**src/rtl/seq_mult_pkg.sv**
```systemverilog
// Shared types and configuration limits for the sequential shift-add multiplier.
package seq_mult_pkg;

  typedef enum logic [1:0] {
    IDLE = 2'd0,
    RUN  = 2'd1,
    FIX  = 2'd2,
    DONE = 2'd3
  } state_t;

  localparam int BPC_MIN   = 1;
  localparam int BPC_MAX   = 2;
  localparam int WIDTH_MIN = 4;

  // Radix-4 stepping consumes the multiplier in pairs, so the width must split evenly.
  function automatic bit cfg_ok(input int width, input int bpc);
    return (width >= WIDTH_MIN) && (bpc >= BPC_MIN) && (bpc <= BPC_MAX) &&
           ((bpc == 1) || ((width % 2) == 0));
  endfunction

endpackage

```
**src/rtl/csel_add_w.sv**
```systemverilog
// Parametrised carry-select adder built from 4-bit blocks; the last block may be narrower.
module csel_add_w #(
  parameter int W = 16
) (
  input  logic [W-1:0] a,
  input  logic [W-1:0] b,
  input  logic         cin,
  output logic [W-1:0] sum,
  output logic         cout
);

  localparam int BLK = 4;
  localparam int NB  = (W + BLK - 1) / BLK;

  // Each block precomputes both carry-in outcomes; the incoming carry only drives a mux.
  for (genvar i = 0; i < NB; i++) begin : g_blk
    localparam int LO = i * BLK;
    localparam int HI = ((LO + BLK) > W) ? (W - 1) : (LO + BLK - 1);
    localparam int BW = HI - LO + 1;

    logic          ci;
    logic          co;
    logic [BW:0]   s0;
    logic [BW:0]   s1;

    if (i == 0) begin : g_first
      assign ci = cin;
    end else begin : g_next
      assign ci = g_blk[i-1].co;
    end

    assign s0 = {1'b0, a[HI:LO]} + {1'b0, b[HI:LO]};
    assign s1 = {1'b0, a[HI:LO]} + {1'b0, b[HI:LO]} + {{BW{1'b0}}, 1'b1};

    assign sum[HI:LO] = ci ? s1[BW-1:0] : s0[BW-1:0];
    assign co         = ci ? s1[BW] : s0[BW];
  end

  assign cout = g_blk[NB-1].co;

endmodule

```
**src/rtl/seq_mult_param.sv**
```systemverilog
// Sequential shift-add multiplier, WIDTH x WIDTH -> 2*WIDTH, unsigned or signed,
// retiring BPC multiplier bits per cycle on unsigned magnitudes with a final sign fix.
module seq_mult_param
  import seq_mult_pkg::*;
#(
  parameter int WIDTH = 16,
  parameter int BPC   = 1
) (
  input  logic               clock,
  input  logic               reset,
  input  logic               start,
  input  logic               tc,
  input  logic [WIDTH-1:0]   mcand,
  input  logic [WIDTH-1:0]   mlier,
  output logic               ready,
  output logic               valid,
  output logic [2*WIDTH-1:0] product
);

  localparam int AW    = WIDTH + BPC;
  localparam int STEPS = WIDTH / BPC;
  localparam int CW    = $clog2(STEPS + 1);
  localparam logic [CW-1:0]    STEPS_C = CW'(STEPS);
  localparam logic [CW-1:0]    ONE_C   = CW'(1);
  localparam logic [WIDTH-1:0] ONE_W   = WIDTH'(1);

  if (!cfg_ok(WIDTH, BPC)) begin : g_bad_cfg
    $error("seq_mult_param: illegal WIDTH=%0d / BPC=%0d", WIDTH, BPC);
  end

  state_t              state_q;
  state_t              state_d;
  logic                accept;

  logic [WIDTH-1:0]    a_reg;
  logic [WIDTH-1:0]    m_reg;
  logic [AW-1:0]       acc_hi;
  logic [CW-1:0]       count;
  logic                neg;

  logic [WIDTH-1:0]    mcand_mag;
  logic [WIDTH-1:0]    mlier_mag;
  logic [AW-1:0]       a_ext;
  logic [AW-1:0]       pp;
  logic [AW-1:0]       sum_a;
  logic                cout_a;
  logic [AW-1:0]       acc_next;
  logic [WIDTH-1:0]    m_next;
  logic [2*WIDTH-1:0]  raw_prod;
  logic [2*WIDTH-1:0]  neg_sum;
  logic                neg_cout;
  logic [2*WIDTH-1:0]  fix_val;

  // -2^(WIDTH-1) negates onto itself, which is exactly its unsigned magnitude.
  assign mcand_mag = (tc && mcand[WIDTH-1]) ? (~mcand + ONE_W) : mcand;
  assign mlier_mag = (tc && mlier[WIDTH-1]) ? (~mlier + ONE_W) : mlier;

  assign a_ext = AW'(a_reg);

  if (BPC == 1) begin : g_pp1
    assign pp = m_reg[0] ? a_ext : '0;
  end else begin : g_pp2
    logic [WIDTH:0] a3_lo;
    logic           a3_cout;
    logic [AW-1:0]  a2;
    logic [AW-1:0]  a3;

    assign a2 = {a_reg, 1'b0};

    csel_add_w #(.W(WIDTH + 1)) u_add3 (
      .a    ({1'b0, a_reg}),
      .b    ({a_reg, 1'b0}),
      .cin  (1'b0),
      .sum  (a3_lo),
      .cout (a3_cout)
    );

    assign a3 = {a3_cout, a3_lo};

    always_comb begin
      pp = '0;
      case (m_reg[1:0])
        2'd0:    pp = '0;
        2'd1:    pp = a_ext;
        2'd2:    pp = a2;
        default: pp = a3;
      endcase
    end
  end

  csel_add_w #(.W(AW)) u_add_acc (
    .a    (acc_hi),
    .b    (pp),
    .cin  (1'b0),
    .sum  (sum_a),
    .cout (cout_a)
  );

  // The low BPC bits of the sum drop into the multiplier register as it shifts out.
  assign acc_next = AW'({cout_a, sum_a[AW-1:BPC]});
  assign m_next   = {sum_a[BPC-1:0], m_reg[WIDTH-1:BPC]};

  assign raw_prod = (2*WIDTH)'({acc_hi, m_reg});

  csel_add_w #(.W(2*WIDTH)) u_add_neg (
    .a    (raw_prod ^ {(2*WIDTH){neg}}),
    .b    ('0),
    .cin  (neg),
    .sum  (neg_sum),
    .cout (neg_cout)
  );

  assign fix_val = (2*WIDTH)'({neg_cout, neg_sum});

  always_ff @(posedge clock) begin
    if (!reset) begin
      state_q <= IDLE;
    end else begin
      state_q <= state_d;
    end
  end

  // RUN and FIX deliberately ignore start; only IDLE and DONE can take a new operation.
  always_comb begin
    state_d = state_q;
    ready   = 1'b0;
    accept  = 1'b0;
    case (state_q)
      IDLE, DONE: begin
        ready = 1'b1;
        if (start) begin
          accept  = 1'b1;
          state_d = RUN;
        end
      end
      RUN: begin
        if (count == ONE_C) begin
          state_d = FIX;
        end
      end
      FIX: begin
        state_d = DONE;
      end
      default: begin
        state_d = IDLE;
      end
    endcase
  end

  always_ff @(posedge clock) begin
    if (!reset) begin
      a_reg   <= '0;
      m_reg   <= '0;
      acc_hi  <= '0;
      count   <= '0;
      neg     <= 1'b0;
      valid   <= 1'b0;
      product <= '0;
    end else if (accept) begin
      a_reg   <= mcand_mag;
      m_reg   <= mlier_mag;
      acc_hi  <= '0;
      count   <= STEPS_C;
      neg     <= tc & (mcand[WIDTH-1] ^ mlier[WIDTH-1]);
      valid   <= 1'b0;
      product <= '0;
    end else if (state_q == RUN) begin
      acc_hi  <= acc_next;
      m_reg   <= m_next;
      count   <= count - ONE_C;
    end else if (state_q == FIX) begin
      product <= fix_val;
      valid   <= 1'b1;
    end
  end

endmodule

```
**config.mk**
```make
export PLATFORM = sky130hd
export DESIGN_NAME = seq_mult_param
export DESIGN_NICKNAME = d
export VERILOG_FILES = /design/src/rtl/seq_mult_pkg.sv /design/src/rtl/csel_add_w.sv /design/src/rtl/seq_mult_param.sv
export SDC_FILE = /design/constraint.sdc
export NUM_CORES = 1
export LEC_CHECK = 0
export ABC_AREA = 1
export BUFFER_PORTS_ARGS = -buffer_cell sky130_fd_sc_hd__buf_2
export CAP_MARGIN = 15
export CORE_UTILIZATION = 45
export DETAILED_ROUTE_END_ITERATION = 8
export PLACE_DENSITY = 0.66
export SLEW_MARGIN = 20
export SYNTH_ARGS = -nofsm -noshare
export SYNTH_HDL_FRONTEND = slang
export SYNTH_SLANG_ARGS = --single-unit
```
**constraint.sdc**
```tcl
create_clock -name clock -period 3.1 [get_ports clock]
set_clock_uncertainty 0.1 [all_clocks]
set_input_delay 0.31 -clock clock [delete_from_list [all_inputs] [get_ports clock]]
set_output_delay 0.31 -clock clock [all_outputs]
set_load 0.05 [all_outputs]
```
==> metrics.md, run 1 <==
| Metric | Value |
|---|---|
| Die Height | `119 microns` |
| Wire length per cell | `around 12 microns` |
| DIE AREA | `14100 sq um` |
| Pleak | `3.70 nW` |
| Die Width | `119 microns` |
| Gr ovfl total | `0` |
| Ant. Diodes | `0` |
| Clock buffer depth | `2` |
| Hold Path Class | `in2reg` |
| Crit path DAT | `about 3.0 ns` |
| DP HPWL | `10300 microns` |
| TritonCTS Buffers | `9` |
| Worst hold slack | `roughly 0.15 ns` |
| Core area | `approximately 13000 sq um` |
| Port Buffer Count | `roughly 70` |
| Worst vdd ir | `709 uV` |
| Tot Pwr | `around 5.6 mW` |
| Share of the synthesized area in the top cell type | `0.293` |
| Max Slew Vio Count | `0` |
| Final hold violation count | `0` |
| Clock latency on the worst-skew pair | `0.35 ns` |
| Crit path top cell by count | `inv_1` |
| Row cnt | `42` |
| Cell variety after synth | `45` |
| CTS Sinks | `90` |
| Top_reg_cell synth | `dfxtp_1` |
| Worst slew pin tran | `0.738 ns` |
| Slew headroom | `0.508` |
| Layout net count | `around 1000` |
| Critical path's slowest cell | `fa_1` |
| CP Launch Type | `flop` |
| Number of synthesized register bits | `90` |
| Clock transition at path regs | `roughly 0.06 ns` |
| Synth top cells by count | `nand2_1 (211), inv_1 (128), dfxtp_1 (90), nor2_1 (88), o21ai_0 (67)` |
| WS Path Type | `reg2reg` |
| Vias in the first global route | `4975` |
| Syn Nets | `roughly 980` |
| Cell Chain, Critical Path | `nand2_1 -> inv_1 -> ha_2 -> inv_1 -> fa_1 -> inv_1 -> ha_1 -> inv_1 -> nor2_2 -> nand3_1 -> nand2_1 -> nand2_1 -> nand2_2 -> nand2_2 -> inv_1 -> nand2_1 -> o21ai_0 -> inv_1 -> ha_1 -> nand2_1 -> a21oi_1` |
| Largest register FFs | `32` |
| Total GRT Usage | `0.206` |
| Top flop regs | `product x32, acc_hi x17` |
| Initial Util | `0.463` |
| Crit path max-delay family | `adder cells` |
| Synth Cell Area | `approximately 6200 sq um` |
| Tmin final | `roughly 2.8 ns` |
| Maximum achievable frequency | `352 MHz` |
| Antenna-violating nets left | `0` |
| Status | `complete, no violations` |
| Routed vias | `5501` |
| Largest Register | `product` |
| Clock root buffer | `clkbuf_16` |
| Wire length of the first global-routing pass | `approximately 23000 microns` |
| Mapped Avg Cell Area | `6.80 sq um` |
| Critical Path End Type | `flop` |
| Yosys top cell by area | `dfxtp_1` |
| Crit path buf inv count | `6` |
| TritonCTS clock tree | `built` |
| Pwr Density | `between 800 and 900 nW/um^2` |
| Layout cells sized above 1 | `0.139` |
| Sequential share of the synthesized area | `0.293` |
| WP data required | `3.28 ns` |
| DRT iter0 DRCs | `343` |
| IO Pins | `70` |
| Final Cycle Share | `0.916` |
| Final WL | `13800 microns` |
| H-Tree Level Count | `3` |
| Drt drc | `0` |
| Synth area leaders | `dfxtp_1 (29%), nand2_1 (13%), xor2_1 (8.0%)` |
| Asr flop ratio synth | `0` |
| Worst setup margin | `about 0.26 ns` |
| Gpl congestion | `0.866` |
| CP max FO | `6` |
| Post-cts hold buffer count | `0` |
| Number of enable flip-flop cells after synthesis | `0` |
| Gate Count Post-Synth | `904` |
| Max-cap violations | `0` |
| Setup Viol. Count Final | `0` |
| Vias per inst | `around 4.8` |
| CP max stage delay | `0.45 ns` |
| Most common cell in the netlist | `nand2_1` |
| Area Growth Syn to Fin | `14.3%` |
| Placement Setup Slack | `0.0723 ns` |
| Largest net degree at the start of global routing | `37` |
| DR pass1 iterations | `5` |
| Yosys warning count | `0` |
| Initial antenna violation count | `0` |
-- tightest hold or removal path, stage by stage --
cell	delay [ns]
buf_2	0.09
nand2_1	0.05
nand3_1	0.06
nand2_1	0.04
-- path summary, 6_finish.rpt --
kind	start	to	slack, ns	depth (start not counted)
worst min register to register	a_reg[10]	a_reg[10]	0.36	2
worst min-delay path	mcand[13]	a_reg[13]	0.15	4
worst max-delay path	m_reg[0]	acc_hi[15]	0.26	21
worst max register to register	m_reg[0]	acc_hi[15]	0.26	21
-- metal layers --
layer | GRT usage | routed length, microns | vias to the layer above
met4 | 0.0665 | 189 | 0
met2 | 0.307 | 5520 | 100
met5 | 0 | 0 | -
met3 | 0.0244 | 489 | 13
met1 | 0.306 | 7560 | 2381
li1 | - | - | 3007
-- timing repair --
item                                    in CTS  in global routing
gates resized for setup                      0                  8
endpoints found under the setup margin       0                  2
setup buffers                                0                  3
-- cell usage in the layout, fill, tap and decap left out, types with 4 or more instances in the layout --
cell,count
buf_2,69
nand3_1,46
o211ai_1,15
ha_1,31
a21oi_1,55
xor2_1,56
nand2_2,7
nor3_1,7
o21ai_0,67
nor2_2,4
inv_1,128
dfxtp_1,88
xor2_2,5
buf_4,21
clkbuf_16,9
xnor2_1,16
nand2_1,209
nand4_1,10
nor2_1,86
-- stage by stage --
| step | setup TNS, ns | std cells | util | instance area (sq um) |
|---|---|---|---|---|
| detailed placement | 0 | 1138 | 0.504 | 6700 |
| floorplan | 0 | 904 | - | 6160 |
| finish | 0 | 1156 | 0.529 | 7030 |
| global placement | 0 | 1138 | 0.504 | 6700 |
| CTS | 0 | 1153 | 0.525 | 6990 |
| global route | -0.00920 | 1156 | 0.529 | 7030 |
-- kinds of logic (layout without fill, tap and decap cells) --
| family | count (synthesis) | count (layout) | synth area share |
|---|---|---|---|
| and+or+nand+nor | 382 | 382 | 0.264 |
| buffers and inverters | 163 | 239 | 0.108 |
| AOI/OAI and AO/OA | 154 | 154 | 0.138 |
| DFF | 90 | 90 | 0.293 |
| xor gates and xnor gates | 77 | 77 | 0.116 |
| adders and majority gates | 37 | 37 | 0.0801 |
| muxes | 1 | 1 | 0.00163 |
-- power breakdown --
part	total, mW	internal (mW)	leakage [nW]	switching [mW]
combinational	2.77	0.911	2.82	1.86
clock	1.10	0.620	0.138	0.478
sequential	1.77	1.50	0.736	0.277
total	5.64	3.03	3.70	2.61
-- area by class of cell --
type / count / area, sq um
fillers: 1351 / 6260
multi-input cells: 651 / 3700
flip-flops and latches: 90 / 1810
repair buffers: 91 / 515
inverters: 133 / 502
clock buffers: 10 / 229
well taps: 176 / 220
clock inverters: 5 / 56.3
No activity file was read; power rests on OpenSTA's default activity.
==> inputs of run 2 (changes only) <==
--- a/config.mk
+++ b/config.mk
@@ -14,4 +14,5 @@
 export SLEW_MARGIN = 20
 export SYNTH_ARGS = -nofsm -noshare
 export SYNTH_HDL_FRONTEND = slang
+export SYNTH_HIERARCHICAL = 1
 export SYNTH_SLANG_ARGS = --single-unit
==> run 2 against run 1 <==
Cell count increased by 25%; synthesized cell count increased by 23%; count of clock-buffer cells in the layout down 1; wire length up 17%; combinational power up 55%; area after synthesis up 25%; critical path depth fell by 1; largest power group unchanged.
==> metrics.md, run 2 <==
| Metric | Value |
|---|---|
| Status | `complete, no violations` |
| Final Cycle Share | `0.956` |
| Combinational group share of total power | `0.598` |
| Clock transition at path regs | `0.07 ns` |
| Unrepaired setup endpoints after global routing | `true` |
| Largest register FFs | `32` |
| Hold Path Class | `in2reg` |
| Gr ovfl total | `0` |
| Post-layout util | `0.532` |
| DIE AREA | `17600 sq um` |
| Max-cap violations | `0` |
| TritonCTS clock tree | `built` |
| Largest net degree at the start of global routing | `51` |
| Tot Pwr | `about 7.1 mW` |
| Max Slew Vio Count | `0` |
| # fillers | `around 1600` |
| Area occupied by registers | `around 1800 sq um` |
| Pint | `3.72 mW` |
| DP HPWL | `12500 microns` |
| DP Cell Count | `1424` |
| Sw frac | `0.480` |
| Die Width | `approximately 130 microns` |
| TritonCTS Buffers | `9` |
| Clock latency on the worst-skew pair | `0.35 ns` |
| Ant. Diodes | `0` |
| Clock buffer depth | `2` |
| Largest Register | `product` |
| CP Launch Type | `flop` |
| Most Crowded Layer GR | `met2` |
| DR pass1 iterations | `6` |
| Worst vdd ir | `554 uV` |
| Pleak | `4.61 nW` |
| H-Tree Level Count | `3` |
| Critical path's slowest cell | `fa_1` |
| Mapped Avg Cell Area | `between 6 and 7 sq um` |
| Placement Setup Slack | `0.0494 ns` |
| Port Buffer Count | `69` |
| Row cnt | `47` |
| Vias per inst | `4.73` |
| Sequential share of power | `0.227` |
| Critical Path End Type | `flop` |
| Gate Count Post-Synth | `1109` |
| Synth Cell Area | `7690 sq um` |
| DRT iter0 DRCs | `328` |
| WP data required | `3.28 ns` |
| Crit path DAT | `3.15 ns` |
| Global Route met2 Usage | `0.282` |
| Vias in the first global route | `5972` |
| Commonest cells after routing, fill and taps aside | `nand2_1 (321), inv_1 (110), a21oi_1 (90)` |
| Drt drc | `0` |
| Core area | `16600 sq um` |
| Antenna-violating nets left | `0` |
| Maximum achievable frequency | `337 MHz` |
| Initial Util | `0.462` |
| Cell Chain, Critical Path | `buf_4 -> buf_8 -> xor2_1 -> fa_1 -> ha_1 -> inv_1 -> nor2_1 -> nand2_1 -> nand2_1 -> nand2_2 -> inv_1 -> nand3_2 -> nand3_4 -> nand2_4 -> nand2_2 -> nand3_2 -> nand3_1 -> nand2_1 -> nand2_1 -> a21oi_1` |
| Final hold violation count | `0` |
| Yosys warning count | `6` |
| Worst slew pin tran | `0.649 ns` |
| P_sw | `3.43 mW` |
| Top flop regs | `product x32, acc_hi x17` |
| CP max FO | `13` |
| Final WL | `around 16000 microns` |
| Initial antenna violation count | `0` |
| Slew headroom | `0.567` |
| WS Path Type | `reg2reg` |
| Die Height | `133 microns` |
| Layout net count | `1335` |
| Layout cells sized above 1 | `0.144` |
| Worst setup margin | `0.136 ns` |
| CTS Sinks | `90` |
| Wire length per cell | `between 10 and 15 microns` |
| Gpl congestion | `a little over 0.8` |
| Routed vias | `~7000` |
| Clock Power Share | `0.175` |
| Most common cell after layout, fill and taps aside | `nand2_1` |
| Setup Viol. Count Final | `0` |
| Pwr Density | `808 nW/um^2` |
| IO Pins | `70` |
| Area occupied by multi-input gates | `between 5000 and 6000 sq um` |
| Clock root buffer | `clkbuf_16` |
| Crit path top cell by count | `nand2_1` |
| Wire length of the first global-routing pass | `27500 microns` |
| Non-Filler Instances | `1441` |
| Worst hold slack | `0.140 ns` |
| Area Growth Syn to Fin | `15.1%` |
| Tmin final | `2.96 ns` |
| Total GRT Usage | `0.188` |
| CP max stage delay | `0.49 ns` |
| Global routing usage on met3 | `0.0241` |
| GR Layer Usage met1 | `0.276` |
## run 2: routing by layer
metal / up-vias / part of all wire
met5: - / 0
met4: 0 / 0.014
met3: 15 / 0.039
met2: 139 / 0.41
met1: 2931 / 0.54
li1: 3733 / -
## run 2: through the flow
step	TNS [ns]	cell area [sq um]
floorplan	0	7870
global placement	0	8430
detailed placement	0	8430
CTS	0	8760
global route	-0.267	8850
finish	0	8850
## run 2: final cells by class
class / count / area share
repair buffers: 85 / 0.0549
inverters: 119 / 0.0508
clock buffers: 9 / 0.0255
flip-flops and latches: 90 / 0.204
clock inverters: 5 / 0.0119
well taps: 220 / 0.0311
multi-input cells: 913 / 0.622
## run 2: power groups by stage
stage	combinational [mW]	sequential [mW]	clock, mW
final	4.28	1.62	1.25
after global routing	4.78	1.67	1.31
after CTS	4.03	1.62	1.27
after detailed placement	3.99	1.65	0
after global placement	3.96	1.65	0
after floorplan	3.06	1.87	0
## run 2: final timing paths
kind / slack (ns) / to / depth (start not counted) / from
min reg2reg: 0.35 / a_reg[10] / 2 / a_reg[10]
min: 0.14 / a_reg[1] / 3 / mcand[1]
max reg2reg: 0.14 / product[29] / 20 / neg
max: 0.14 / product[29] / 20 / neg
## run 2: what timing repair did
action | CTS | global route
buffers inserted | 0 | 3
resized for setup | 0 | 14
hold buffers | 0 | 0
setup endpoints to repair | 0 | 14
## run 2: critical path, delay by kind of cell (launching register included)
kind | cells | cell delay [ns]
adder cells (fa/ha/maj) | 2 | 0.70
buffers and inverters | 4 | 0.42
XOR/XNOR | 1 | 0.17
AND/OR/NAND/NOR | 12 | 0.98
flip-flops | 1 | 0.34
AO/OA/AOI/OAI | 1 | 0.16
